[config.mk]
export PLATFORM = sky130hd
export DESIGN_NAME = res_to_bcd_flat
export DESIGN_NICKNAME = d
export VERILOG_FILES = /design/src/rtl/res_to_bcd_if.sv /design/src/rtl/res_to_bcd.sv /design/src/flat_wrapper.sv
export SDC_FILE = /design/constraint.sdc
export NUM_CORES = 1
export LEC_CHECK = 0
export CORE_MARGIN = 2
export CORE_UTILIZATION = 30
export DETAILED_ROUTE_END_ITERATION = 8
export GPL_TIMING_DRIVEN = 0
export PLACE_DENSITY_LB_ADDON = 0.2
export SETUP_SLACK_MARGIN = 0.1
export SYNTH_ARGS = -nofsm -noshare
export SYNTH_HDL_FRONTEND = slang
export SYNTH_SLANG_ARGS = --single-unit
[constraint.sdc]
create_clock -name clk -period 3.5 [get_ports clk]
set_input_delay 0.35 -clock clk [delete_from_list [all_inputs] [get_ports clk]]
set_output_delay 0.35 -clock clk [all_outputs]
set_load 0.005 [all_outputs]
[src/rtl/res_to_bcd_if.sv]
// res_to_bcd_if: groups the converter's request and result signals.
//   start  conversion request
//   res    sign-magnitude operand, sign at bit N
//   busy   conversion in progress
//   done   one-cycle pulse when bcd/sign update
//   sign   registered sign of the last result
//   bcd    packed BCD digits, units in [3:0]
//   hex    active-low seven-segment patterns, digits then sign display
// master: the producer/consumer side; slave: the converter.
interface res_to_bcd_if #(
  parameter int N      = 16,
  parameter int DIGITS = 5
);
  logic                      start;
  logic [N:0]                res;
  logic                      busy;
  logic                      done;
  logic                      sign;
  logic [4*DIGITS-1:0]       bcd;
  logic [7*(DIGITS+1)-1:0]   hex;

  modport master (output start, res, input busy, done, sign, bcd, hex);
  modport slave  (input start, res, output busy, done, sign, bcd, hex);
endinterface

[src/rtl/res_to_bcd.sv]
// res_to_bcd: sequential sign-magnitude binary to BCD converter
// (shift-add-3, one magnitude bit per clock).
// Ports:
//   clk  rising-edge clock
//   rst  synchronous active-high reset
//   bus  res_to_bcd_if.slave (start/res in; busy/done/sign/bcd/hex out)
// Optional feature: define RES_TO_BCD_SEG7_EN to build the seven-segment
// decoder with leading-zero blanking; otherwise hex is tied to all ones.

// Per-digit correction: add 3 to any digit >= 5 before the shift.
module res_to_bcd_dig (
  input  logic [3:0] d,
  output logic [3:0] q
);
  assign q = (d >= 4'd5) ? d + 4'd3 : d;
endmodule

module res_to_bcd #(
  parameter int N      = 16,
  parameter int DIGITS = 5
) (
  input  logic          clk,
  input  logic          rst,
  res_to_bcd_if.slave   bus
);
  localparam int CW = $clog2(N + 1);

  typedef enum logic [1:0] {IDLE, SHIFT, DONE} state_t;

  state_t                 state, state_nxt;
  logic                   accept;
  logic [N-1:0]           mag;
  logic [N-1:0]           bin;
  logic [DIGITS-1:0][3:0] work, corr, bcd_q;
  logic [CW-1:0]          cnt;
  logic                   sign_pend, sign_q, done_q;

  assign mag = bus.res[N-1:0];

  for (genvar i = 0; i < DIGITS; i++) begin : g_dig
    res_to_bcd_dig u_dig (.d(work[i]), .q(corr[i]));
  end

  always_ff @(posedge clk) begin
    if (rst) state <= IDLE;
    else     state <= state_nxt;
  end

  always_comb begin
    state_nxt = state;
    accept    = 1'b0;
    case (state)
      IDLE: if (bus.start) begin
        accept    = 1'b1;
        state_nxt = SHIFT;
      end
      // cnt==1 means this edge consumes the last magnitude bit
      SHIFT: if (cnt == CW'(1)) state_nxt = DONE;
      DONE: begin
        accept    = bus.start;
        state_nxt = bus.start ? SHIFT : IDLE;
      end
      default: state_nxt = IDLE;
    endcase
  end

  always_ff @(posedge clk) begin
    if (rst) begin
      bin       <= '0;
      work      <= '0;
      cnt       <= '0;
      sign_pend <= 1'b0;
      sign_q    <= 1'b0;
      bcd_q     <= '0;
      done_q    <= 1'b0;
    end else begin
      if (accept) begin
        bin       <= mag;
        work      <= '0;
        // negative zero is reported as +0
        sign_pend <= bus.res[N] & (|mag);
        cnt       <= CW'(N);
      end else if (state == SHIFT) begin
        {work, bin} <= {corr, bin} << 1;
        cnt         <= cnt - CW'(1);
      end
      // results publish on the edge leaving DONE; a re-accept on that same
      // edge clears work only after its old value has been copied
      done_q <= (state == DONE);
      if (state == DONE) begin
        bcd_q  <= work;
        sign_q <= sign_pend;
      end
    end
  end

  assign bus.busy = (state == SHIFT);
  assign bus.done = done_q;
  assign bus.sign = sign_q;
  assign bus.bcd  = bcd_q;

`ifdef RES_TO_BCD_SEG7_EN
  logic [7*(DIGITS+1)-1:0] hex_q, hex_nxt;
  logic                    lead;

  function automatic logic [6:0] seg7(input logic [3:0] d);
    case (d)
      4'd0:    seg7 = 7'b1000000;
      4'd1:    seg7 = 7'b1111001;
      4'd2:    seg7 = 7'b0100100;
      4'd3:    seg7 = 7'b0110000;
      4'd4:    seg7 = 7'b0011001;
      4'd5:    seg7 = 7'b0010010;
      4'd6:    seg7 = 7'b0000010;
      4'd7:    seg7 = 7'b1111000;
      4'd8:    seg7 = 7'b0000000;
      4'd9:    seg7 = 7'b0010000;
      default: seg7 = 7'b1111111;
    endcase
  endfunction

  // Walk from the most significant digit; digits stay blank until the first
  // non-zero one, and the units digit is always shown.
  always_comb begin
    hex_nxt = '1;
    lead    = 1'b1;
    for (int i = DIGITS - 1; i >= 0; i--) begin
      if (bcd_q[i] != 4'd0 || i == 0) lead = 1'b0;
      if (!lead) hex_nxt[7*i +: 7] = seg7(bcd_q[i]);
    end
    hex_nxt[7*DIGITS +: 7] = sign_q ? 7'b0111111 : 7'b1111111;
  end

  always_ff @(posedge clk) begin
    if (rst) hex_q <= '1;
    else     hex_q <= hex_nxt;
  end

  assign bus.hex = hex_q;
`else
  assign bus.hex = '1;
`endif

endmodule

[src/flat_wrapper.sv]
// flat-port wrapper written by rule: the top's interface ports become plain ports
module res_to_bcd_flat 
#(
  parameter int N      = 16,
  parameter int DIGITS = 5
)
  (clk, rst, bus_start, bus_res, bus_busy, bus_done, bus_sign, bus_bcd, bus_hex);
  res_to_bcd_if #(.N(N), .DIGITS(DIGITS)) bus_i ();
  input  logic clk;
  input  logic rst;
  input wire logic [$bits(bus_i.start)-1:0] bus_start;
  input wire logic [$bits(bus_i.res)-1:0] bus_res;
  output wire logic [$bits(bus_i.busy)-1:0] bus_busy;
  output wire logic [$bits(bus_i.done)-1:0] bus_done;
  output wire logic [$bits(bus_i.sign)-1:0] bus_sign;
  output wire logic [$bits(bus_i.bcd)-1:0] bus_bcd;
  output wire logic [$bits(bus_i.hex)-1:0] bus_hex;
  assign bus_i.start = bus_start;
  assign bus_i.res = bus_res;
  assign bus_busy = bus_i.busy;
  assign bus_done = bus_i.done;
  assign bus_sign = bus_i.sign;
  assign bus_bcd = bus_i.bcd;
  assign bus_hex = bus_i.hex;
  res_to_bcd #(.N(N), .DIGITS(DIGITS)) u_core (.clk(clk), .rst(rst), .bus(bus_i));
endmodule
# --- After elaboration in Yosys (flattened, before gate mapping) ---
# Cells that the tools add are included.
word_totals:
  register_bits: 66
  output_inout_bits: 65
  wordCells: 54
  input_bits: 20
classes:
  reduce_logical: 5
  n_eq_ne: 5
  add_sub_neg: 6
  magnitude_cmp: 5
  n_bitwise: 1
  muxes: 15
op_table:
  columns: ["cell", "count"]
  rows:
  - ["16-bit 2-to-1 mux", 2]
  - ["4-bit by 3-bit greater-or-equal comparator with 1-bit output (second input constant)", 5]
  - ["4-bit by 2-bit adder with 4-bit output (second input constant)", 4]
  - ["4-bit 2-to-1 mux", 4]
  - ["16-bit OR reduction", 1]
  - ["5-bit 2-to-1 mux", 2]
  - ["2-bit one-hot mux with 3 select lines", 1]
  - ["5-bit by 1-bit equality test with 1-bit output (second input constant)", 1]
  - ["5-bit by 1-bit subtractor with 5-bit output (second input constant)", 1]
  - ["2-bit 2-to-1 mux", 2]
  - ["3-bit by 2-bit adder with 3-bit output (second input constant)", 1]
  - ["3-bit 2-to-1 mux", 1]
  - ["2-bit by 1-bit equality test with 1-bit output (second input constant)", 1]
  - ["2-bit equality test (second input constant)", 1]
  - ["2-bit zero test", 1]
  - ["1-bit 2-to-1 mux", 2]
  - ["2-bit by 1-bit inequality test with 1-bit output (second input constant)", 1]
  - ["2-bit inequality test (second input constant)", 1]
  - ["1-bit one-hot mux with 2 select lines", 1]
  - ["2-bit AND reduction", 1]
  - ["2-bit nonzero test", 1]
  - ["2-bit OR reduction", 1]
  - ["1-bit AND", 1]

# --- Longest topological paths before layout ---
# Gate-level depths: netlist (run 1).
logic_depth:
  ltp_word: 3
  mapped_depth: 6
  mapped_depth_nobuf: 6

# --- By module ---
# A second synthesis (run 1) with hierarchy kept.
hier_totals:
  cells_unflattened: 425
  hier_area_um2: 3300.7
by_module_without_submodules:
  columns: ["mod", "seq_area_each_um2", "area_each_um2", "instances", "cells_per_inst"]
  rows:
  - ["res_to_bcd", 1321.3, 2793.9, 1, 345]
  - ["res_to_bcd_dig", 0.0, 101.3, 5, 16]

# --- Worst setup path after synthesis (run 1) ---
# Ideal clock, no wire load.
synth_timing:
  kind: "register -> register"
  start: "register u_core.state[0]"
  end: "register u_core.work[10] in the netlist's numbering"
  slack_ns: 2.106
  path_buffers: 2
  synth_period_minus_slack_ns: 1.394
  setup_ns: 0.079
  arrival_time_ns: 1.315
  required_time_ns: 3.421
  stages_incl_launch_ff: 7
  cell_sequence: "dfxtp_1 > nand2b_1 > buf_6 > nand2b_4 > buf_6 > or4_1 > o211ai_1"
synth_between:
  elab_chain_len: 3
  elab_cells_between_ends: 5
  classes_between: "2 x eq/ne; 1 x mux; 2 x reduce/logical"
synth_lines:
  columns: ["element", "line", "rtl"]
  rows:
  - ["from (decl)", "res_to_bcd.sv:30", "state_t state, state_nxt;"]
  - ["from (signal assigned)", "res_to_bcd.sv:46", "else state <= state_nxt;"]
  - ["2-bit equality test / 2-bit zero test (equally long branches)", "res_to_bcd.sv:52", "case (state)"]
  - ["1-bit one-hot mux with 2 select lines", "res_to_bcd.sv:52", null]
  - ["2-bit OR reduction (no source line)", null, null]
  - ["to (signal assigned)", "res_to_bcd.sv:84", "{work, bin} <= {corr, bin} << 1;"]
  - ["to (decl)", "res_to_bcd.sv:34", "logic [DIGITS-1:0][3:0] work, corr, bcd_q;"]
# Parallel ways exist; a longest one is shown, timed or not.
# A chain may end at the register's enable or synchronous reset.

# --- Worst setup path in the final report (run 1) ---
layout_timing:
  start: "register u_core.state[0]"
  end: "output bus_busy"
layout_between:
  elab_chain_len: 1
layout_lines:
  columns: ["element", "line", "rtl"]
  rows:
  - ["2-bit by 1-bit equality test with 1-bit output", "res_to_bcd.sv:97", "assign bus.busy = (state == SHIFT);"]
  - ["to (decl)", "flat_wrapper.sv:13", "output wire logic [$bits(bus_i.busy)-1:0] bus_busy;"]
# Every way passes these cells.

==> run metrics, run 1 <==
outcome=completed; number of pins exceeding their max-slew limit in the final report=0; type of destination of the critical path=primary output; final hold violation count=0; Finish-stage setup viols=0; number of max-cap violations=0; clock network latency to the later pin of the worst-skew pair=340 ps; root buffer cell=sky130_fd_sc_hd__clkbuf_8; Slew @ Worst Pin=~630 ps; clock-pin slew on the worst setup and hold paths=70 ps; area of the core=a little over 10,000 µm²; area of the mapped netlist=between 3000 and 4000 µm²; overall routed net length=a little under 8000 µm; share of layout cells above drive strength 1=0.134; top cells by count, synth=sky130_fd_sc_hd__dfxtp_1, sky130_fd_sc_hd__nand2_1, sky130_fd_sc_hd__buf_4; M1 GR Usage=0.179; buffers inserted by post-CTS timing repair=0; die width=107 µm; Vias=between 2,000 and 3,000; register-to-register setup slack=between 1500 and 2000 ps; number of enable flip-flop cells after synthesis=0; die height=~110 µm; number of antenna violations at the first check in global routing=0; CTS Buffer Depth=2; top area cells in the synthesized netlist=sky130_fd_sc_hd__dfxtp_1, sky130_fd_sc_hd__buf_4, sky130_fd_sc_hd__nand2_1, sky130_fd_sc_hd__a21oi_1, sky130_fd_sc_hd__ha_1; internal power=1390 µW; Yosys top cell by area=sky130_fd_sc_hd__dfxtp_1; final critical path time including I/O delays and setup=2540 ps; worst-path cell with the longest stage delay=sky130_fd_sc_hd__clkdlybuf4s50_1; mean cell area of the mapped netlist=roughly 8.2 µm²; Detailed Route Iter0 Violations=~130; number of CTS-inserted buffers=9; clock share of power=0.442; leftover overflow at the end of global routing=0; Power Density=between 400 and 500 nW/µm²; drt drc=0; number of storage elements in the synthesis netlist=between 60 and 70; half-perimeter wire length after detailed placement=approximately 5500 µm; final RePlAce weighted congestion=roughly 0.76; global-route met3 utilization=0.0347; number of standard cells after synthesis=a little under 400; CP required=about 3200 ps; hold_buf cts=0; clk sink count=between 60 and 70; Top Ports=between 80 and 90; part of the cycle the worst path needs=0.726; RSZ-0062 raised after global routing=no; total of buffers placed on input and output ports=roughly 40; worst setup slack before clock tree synthesis=roughly 1300 ps; total leakage power=about 0.0016 µW; Main synth FF type=sky130_fd_sc_hd__dfxtp_1; largest net degree at the start of global routing=12; Max VDD drop=about 0.20 mV; Worst Skew=~12 ps; count of yosys warnings during synthesis=0; most common cell in the netlist=sky130_fd_sc_hd__dfxtp_1; Sw Ratio=0.236; vias in the first global route=about 2,600; FFs w/ async S/R, synth=0; length of the first detailed-routing pass in iterations=4; Std-Cell Rows=37; combinational share of power=0.120; post-synth top area share=0.417; area delta synth->final=31.1%; number of nets at the end of the flow=between 500 and 600; Max Clk Rate=393 MHz; via density per instance=~4.5; switching power of the nets=roughly 430 µW; antenna violation net count after detailed routing=0; starting density of the core=0.309; Max FO, Critical Path=10; utilization of the core after routing=0.405; Worst EP arrival=about 2200 ps; average detailed-routed wire length per instance=roughly 13 µm; WS Path Type=reg -> out; most congested layer reported by global routing=met2; total track usage=0.138; cells along the critical path=nand2b_1, inv_1, clkbuf_1, clkdlybuf4s50_1; global routing usage on met2=0.229; CP Launch Type=flop; Crit path largest cell delay=around 630 ps; Die Footprint=between 10,000 and 15,000 µm²; sum of negative setup slack=0 ps; sequential cell fraction of total power=0.439; worst hold-check path type=reg -> reg; worst-case headroom to the max-slew limit=0.579; TritonCTS clock tree=yes; min setup slack post-route=958 ps; htree depth=3; Antenna Cells=0; wire length of the first global-routing pass=12,500 µm; Unique masters post-synth=31; Seq/Total Area, Yosys=0.417; quantity of gates resized following cts=0
## final timing paths
check | from | to | cells after the start
worst min register to register | u_core.sign_pend | u_core.sign_pend | 2
worst max register to register | u_core.state[1] | u_core.bin[15] | 5
worst min-delay path | u_core.sign_pend | u_core.sign_pend | 2
worst max-delay path | u_core.state[0] | bus_busy | 4
## layer usage
metal	routed length (µm)	up-vias
met5	0	-
met4	66	0
met3	390	6
met2	3700	82
met1	3620	1265
li1	-	1448
## cells in the final DEF (no fill, tap or decap), types with 5 or more instances in the layout
cell type,n
sky130_fd_sc_hd__nand4_1,11
sky130_fd_sc_hd__nand2b_1,8
sky130_fd_sc_hd__nor3_1,16
sky130_fd_sc_hd__nor2_1,28
sky130_fd_sc_hd__clkdlybuf4s50_1,41
sky130_fd_sc_hd__nand2_1,60
sky130_fd_sc_hd__o21ai_0,9
sky130_fd_sc_hd__nand3_1,6
sky130_fd_sc_hd__clkbuf_1,17
sky130_fd_sc_hd__conb_1,42
sky130_fd_sc_hd__ha_1,12
sky130_fd_sc_hd__o311ai_1,5
sky130_fd_sc_hd__buf_4,42
sky130_fd_sc_hd__or4_1,10
sky130_fd_sc_hd__a21oi_1,34
sky130_fd_sc_hd__nor4_1,5
sky130_fd_sc_hd__inv_1,13
sky130_fd_sc_hd__clkbuf_8,11
sky130_fd_sc_hd__o22ai_1,14
sky130_fd_sc_hd__dfxtp_1,66
sky130_fd_sc_hd__xor2_1,6
sky130_fd_sc_hd__o211ai_1,5
## worst max-delay path, delay by kind of cell (launching register included)
family	cells	cell delay, ps
buf+inv	3	1290
flops	1	380
simple gates	1	180
## final cells by class
cell class,count,area [µm²]
Buffer,65,422
Clock buffer,11,151
Clock inverter,5,100
Fill cell,1096,6120
Inverter,13,48.8
Multi-Input combinational cell,285,1530
Sequential cell,66,1320
Tap cell,136,170
Timing Repair Buffer,41,410
## state kept, by name (all words and copies together), names as in the netlist
name,cells
u_core.bus.bcd,20
u_core.work,20
u_core.bin,16
u_core.cnt,5
u_core.state,2
u_core.bus.done,1
u_core.bus.sign,1
u_core.sign_pend,1
## power groups by stage
stage                     clock network, µW  registers, µW  logic [µW]
after global placement                    0            811         214
final                                   801            795         217
after floorplan                           0            807         152
after detailed placement                  0            811         215
after global routing                    851            798         242
after CTS                               818            794         217
## cell families (layout without fill, tap and decap cells)
group | count (synthesis) | in the layout | synth area share
muxes | 1 | 1 | 0.00316
other | 1 | 42 | 0.00118
adders and majority gates | 12 | 12 | 0.0473
AOI/OAI and AO/OA | 73 | 73 | 0.137
buffers and inverters | 78 | 135 | 0.148
and+or+nand+nor | 149 | 149 | 0.224
DFF | 66 | 66 | 0.417
xor gates and xnor gates | 8 | 8 | 0.0221
## per-stage QoR
step                      total power, µW  cells  hold WS (ps)  area (µm²)
after global placement               1020    606           437        3910
after floorplan                       959    429           423        3330
final                                1810    622           450        4160
after CTS                            1830    622           450        4160
after detailed placement             1030    606           440        3910
after global routing                 1890    622           475        4160
Power figures use the tool's default switching activity.
==> inputs of run 2 (changes only) <==
==> constraint.sdc (replaced) <==
create_clock -name clk -period 2.4 [get_ports clk]
set_input_delay 0.24 -clock clk [delete_from_list [all_inputs] [get_ports clk]]
set_output_delay 0.24 -clock clk [all_outputs]
set_load 0.005 [all_outputs]
==> run 2 against run 1 <==
Global-route usage unchanged. Clock-buffer cell count stayed put. Register-to-register slack worse by 1100 ps. Non-clock buffer count stayed put. Power up 46%. Hold slack lost 65 ps. Clock skew about the same. Sequential share of layout area is essentially flat. Via count rose by 0.54%.
==> run metrics, run 2 (synthesized netlist as in run 1, its figures left out) <==
register-to-register setup slack=approximately 600 ps; RSZ-0062 raised after global routing=no; Vias=approximately 2,800; area of the core=a little over 10,000 µm²; Max FO, Critical Path=10; Power Density=approximately 640 nW/µm²; via density per instance=between 4 and 5; hold-critical path depth=3; number of max-cap violations=0; utilization of the core after routing=0.405; TritonCTS clock tree=yes; Worst EP arrival=between 1500 and 2000 ps; part of the cycle the worst path needs=0.902; switching power of the nets=slightly above 600 µW; number of pins exceeding their max-slew limit in the final report=0; worst hold-check path type=in -> reg; quantity of gates resized following cts=1; M1 GR Usage=0.179; largest net degree at the start of global routing=12; clock share of power=0.441; CTS Buffer Depth=2; most congested layer reported by global routing=met2; average detailed-routed wire length per instance=around 12 µm; R2R Path End=u_core.bin[15]; Worst Skew=approximately 12 ps; clk sink count=66; type of destination of the critical path=primary output; most common cell after layout, fill and taps aside=sky130_fd_sc_hd__dfxtp_1; number of CTS-inserted buffers=9; htree depth=3; half-perimeter wire length after detailed placement=5490 µm; Top Ports=85; Finish-stage setup viols=0; total leakage power=~0.0016 µW; Reg2Reg Depth=5; hold_buf cts=0; length of the first detailed-routing pass in iterations=5; total of buffers placed on input and output ports=slightly above 40; share of layout cells above drive strength 1=0.136; leftover overflow at the end of global routing=0; CP required=approximately 2200 ps; Antenna Cells=0; outcome=completed; final hold violation count=0; buffers inserted by post-CTS timing repair=0; launch instance of the worst min-delay path=rst; area delta synth->final=31.1%; Max Clk Rate=between 400 and 500 MHz; global-route met3 utilization=0.0347; Max VDD drop=around 0.29 mV; internal power=2020 µW; commonest cells after routing, fill and taps aside=sky130_fd_sc_hd__dfxtp_1, sky130_fd_sc_hd__nand2_1, sky130_fd_sc_hd__buf_4, sky130_fd_sc_hd__conb_1, sky130_fd_sc_hd__clkdlybuf4s50_1; number of antenna violations at the first check in global routing=0; hold path endpoint=u_core.sign_pend; antenna violation net count after detailed routing=0; Sw Ratio=0.235; Std-Cell Rows=37; CP Launch Type=flop; Slew @ Worst Pin=622 ps; die width=around 110 µm; total track usage=0.138; source of the worst register-to-register timing path=u_core.state[1]; sum of negative setup slack=0 ps; combinational share of power=0.120; Hold WS=~390 ps; overall routed net length=slightly below 8000 µm; final critical path time including I/O delays and setup=around 2200 ps; sequential cell fraction of total power=0.439; die height=around 110 µm; number of nets at the end of the flow=513; wire length of the first global-routing pass=about 13,000 µm; root buffer cell=sky130_fd_sc_hd__clkbuf_8; clock network latency to the later pin of the worst-skew pair=between 300 and 400 ps; drt drc=0; vias in the first global route=about 2,600; worst-case headroom to the max-slew limit=0.585; Detailed Route Iter0 Violations=126; final RePlAce weighted congestion=0.759; clock-pin slew on the worst setup and hold paths=approximately 70 ps; global routing usage on met2=0.229; starting density of the core=0.309; WS Path Type=reg -> out; Die Footprint=~11,000 µm²
[run 2: area by class of cell]
cell class / instances / area, µm²
clock inverters: 5 / 100
inverters: 13 / 48.8
flip-flops and latches: 66 / 1320
multi-input cells: 285 / 1530
fillers: 1095 / 6120
clock buffers: 11 / 151
well taps: 136 / 170
repair buffers: 41 / 410
plain buffers: 65 / 423
[run 2: worst max-delay path, stage by stage (launching register included)]
cell	delay (ps)
sky130_fd_sc_hd__dfxtp_1	380
sky130_fd_sc_hd__nand2b_1	190
sky130_fd_sc_hd__inv_1	150
sky130_fd_sc_hd__clkbuf_2	290
sky130_fd_sc_hd__clkdlybuf4s50_1	570
[run 2: worst max-delay path by stage]
stage | from | endpoint | slack [ps] | cells after the start
after floorplan | u_core.state[0] | u_core.work[10] | 1010 | 6
after global placement | u_core.state[1] | bus_busy | 340 | 4
after detailed placement | u_core.state[1] | bus_busy | 350 | 4
after CTS | u_core.state[0] | bus_busy | 220 | 4
after global routing | u_core.state[0] | bus_busy | 120 | 4
final | u_core.state[0] | bus_busy | 240 | 4
[run 2: power groups by stage]
stage               combinational, µW  sequential [µW]  clock [µW]
floorplan                         221             1180           0
finish                            317             1160        1170
global placement                  312             1180           0
CTS                               317             1160        1190
detailed placement                314             1180           0
global route                      354             1160        1240
[run 2: metal layers]
metal / wire, µm / vias up
li1: - / 1451
met1: 3580 / 1280
met2: 3670 / 79
met3: 420 / 6
met4: 66 / 0
met5: 0 / -
[run 2: metrics by stage]
stage	cells	power, µW	instance area [µm²]	setup WS (ps)
floorplan	429	1400	3330	1010
global placement	606	1490	3910	336
detailed placement	606	1500	3910	345
CTS	622	2670	4160	217
global route	622	2760	4160	119
finish	622	2640	4160	235
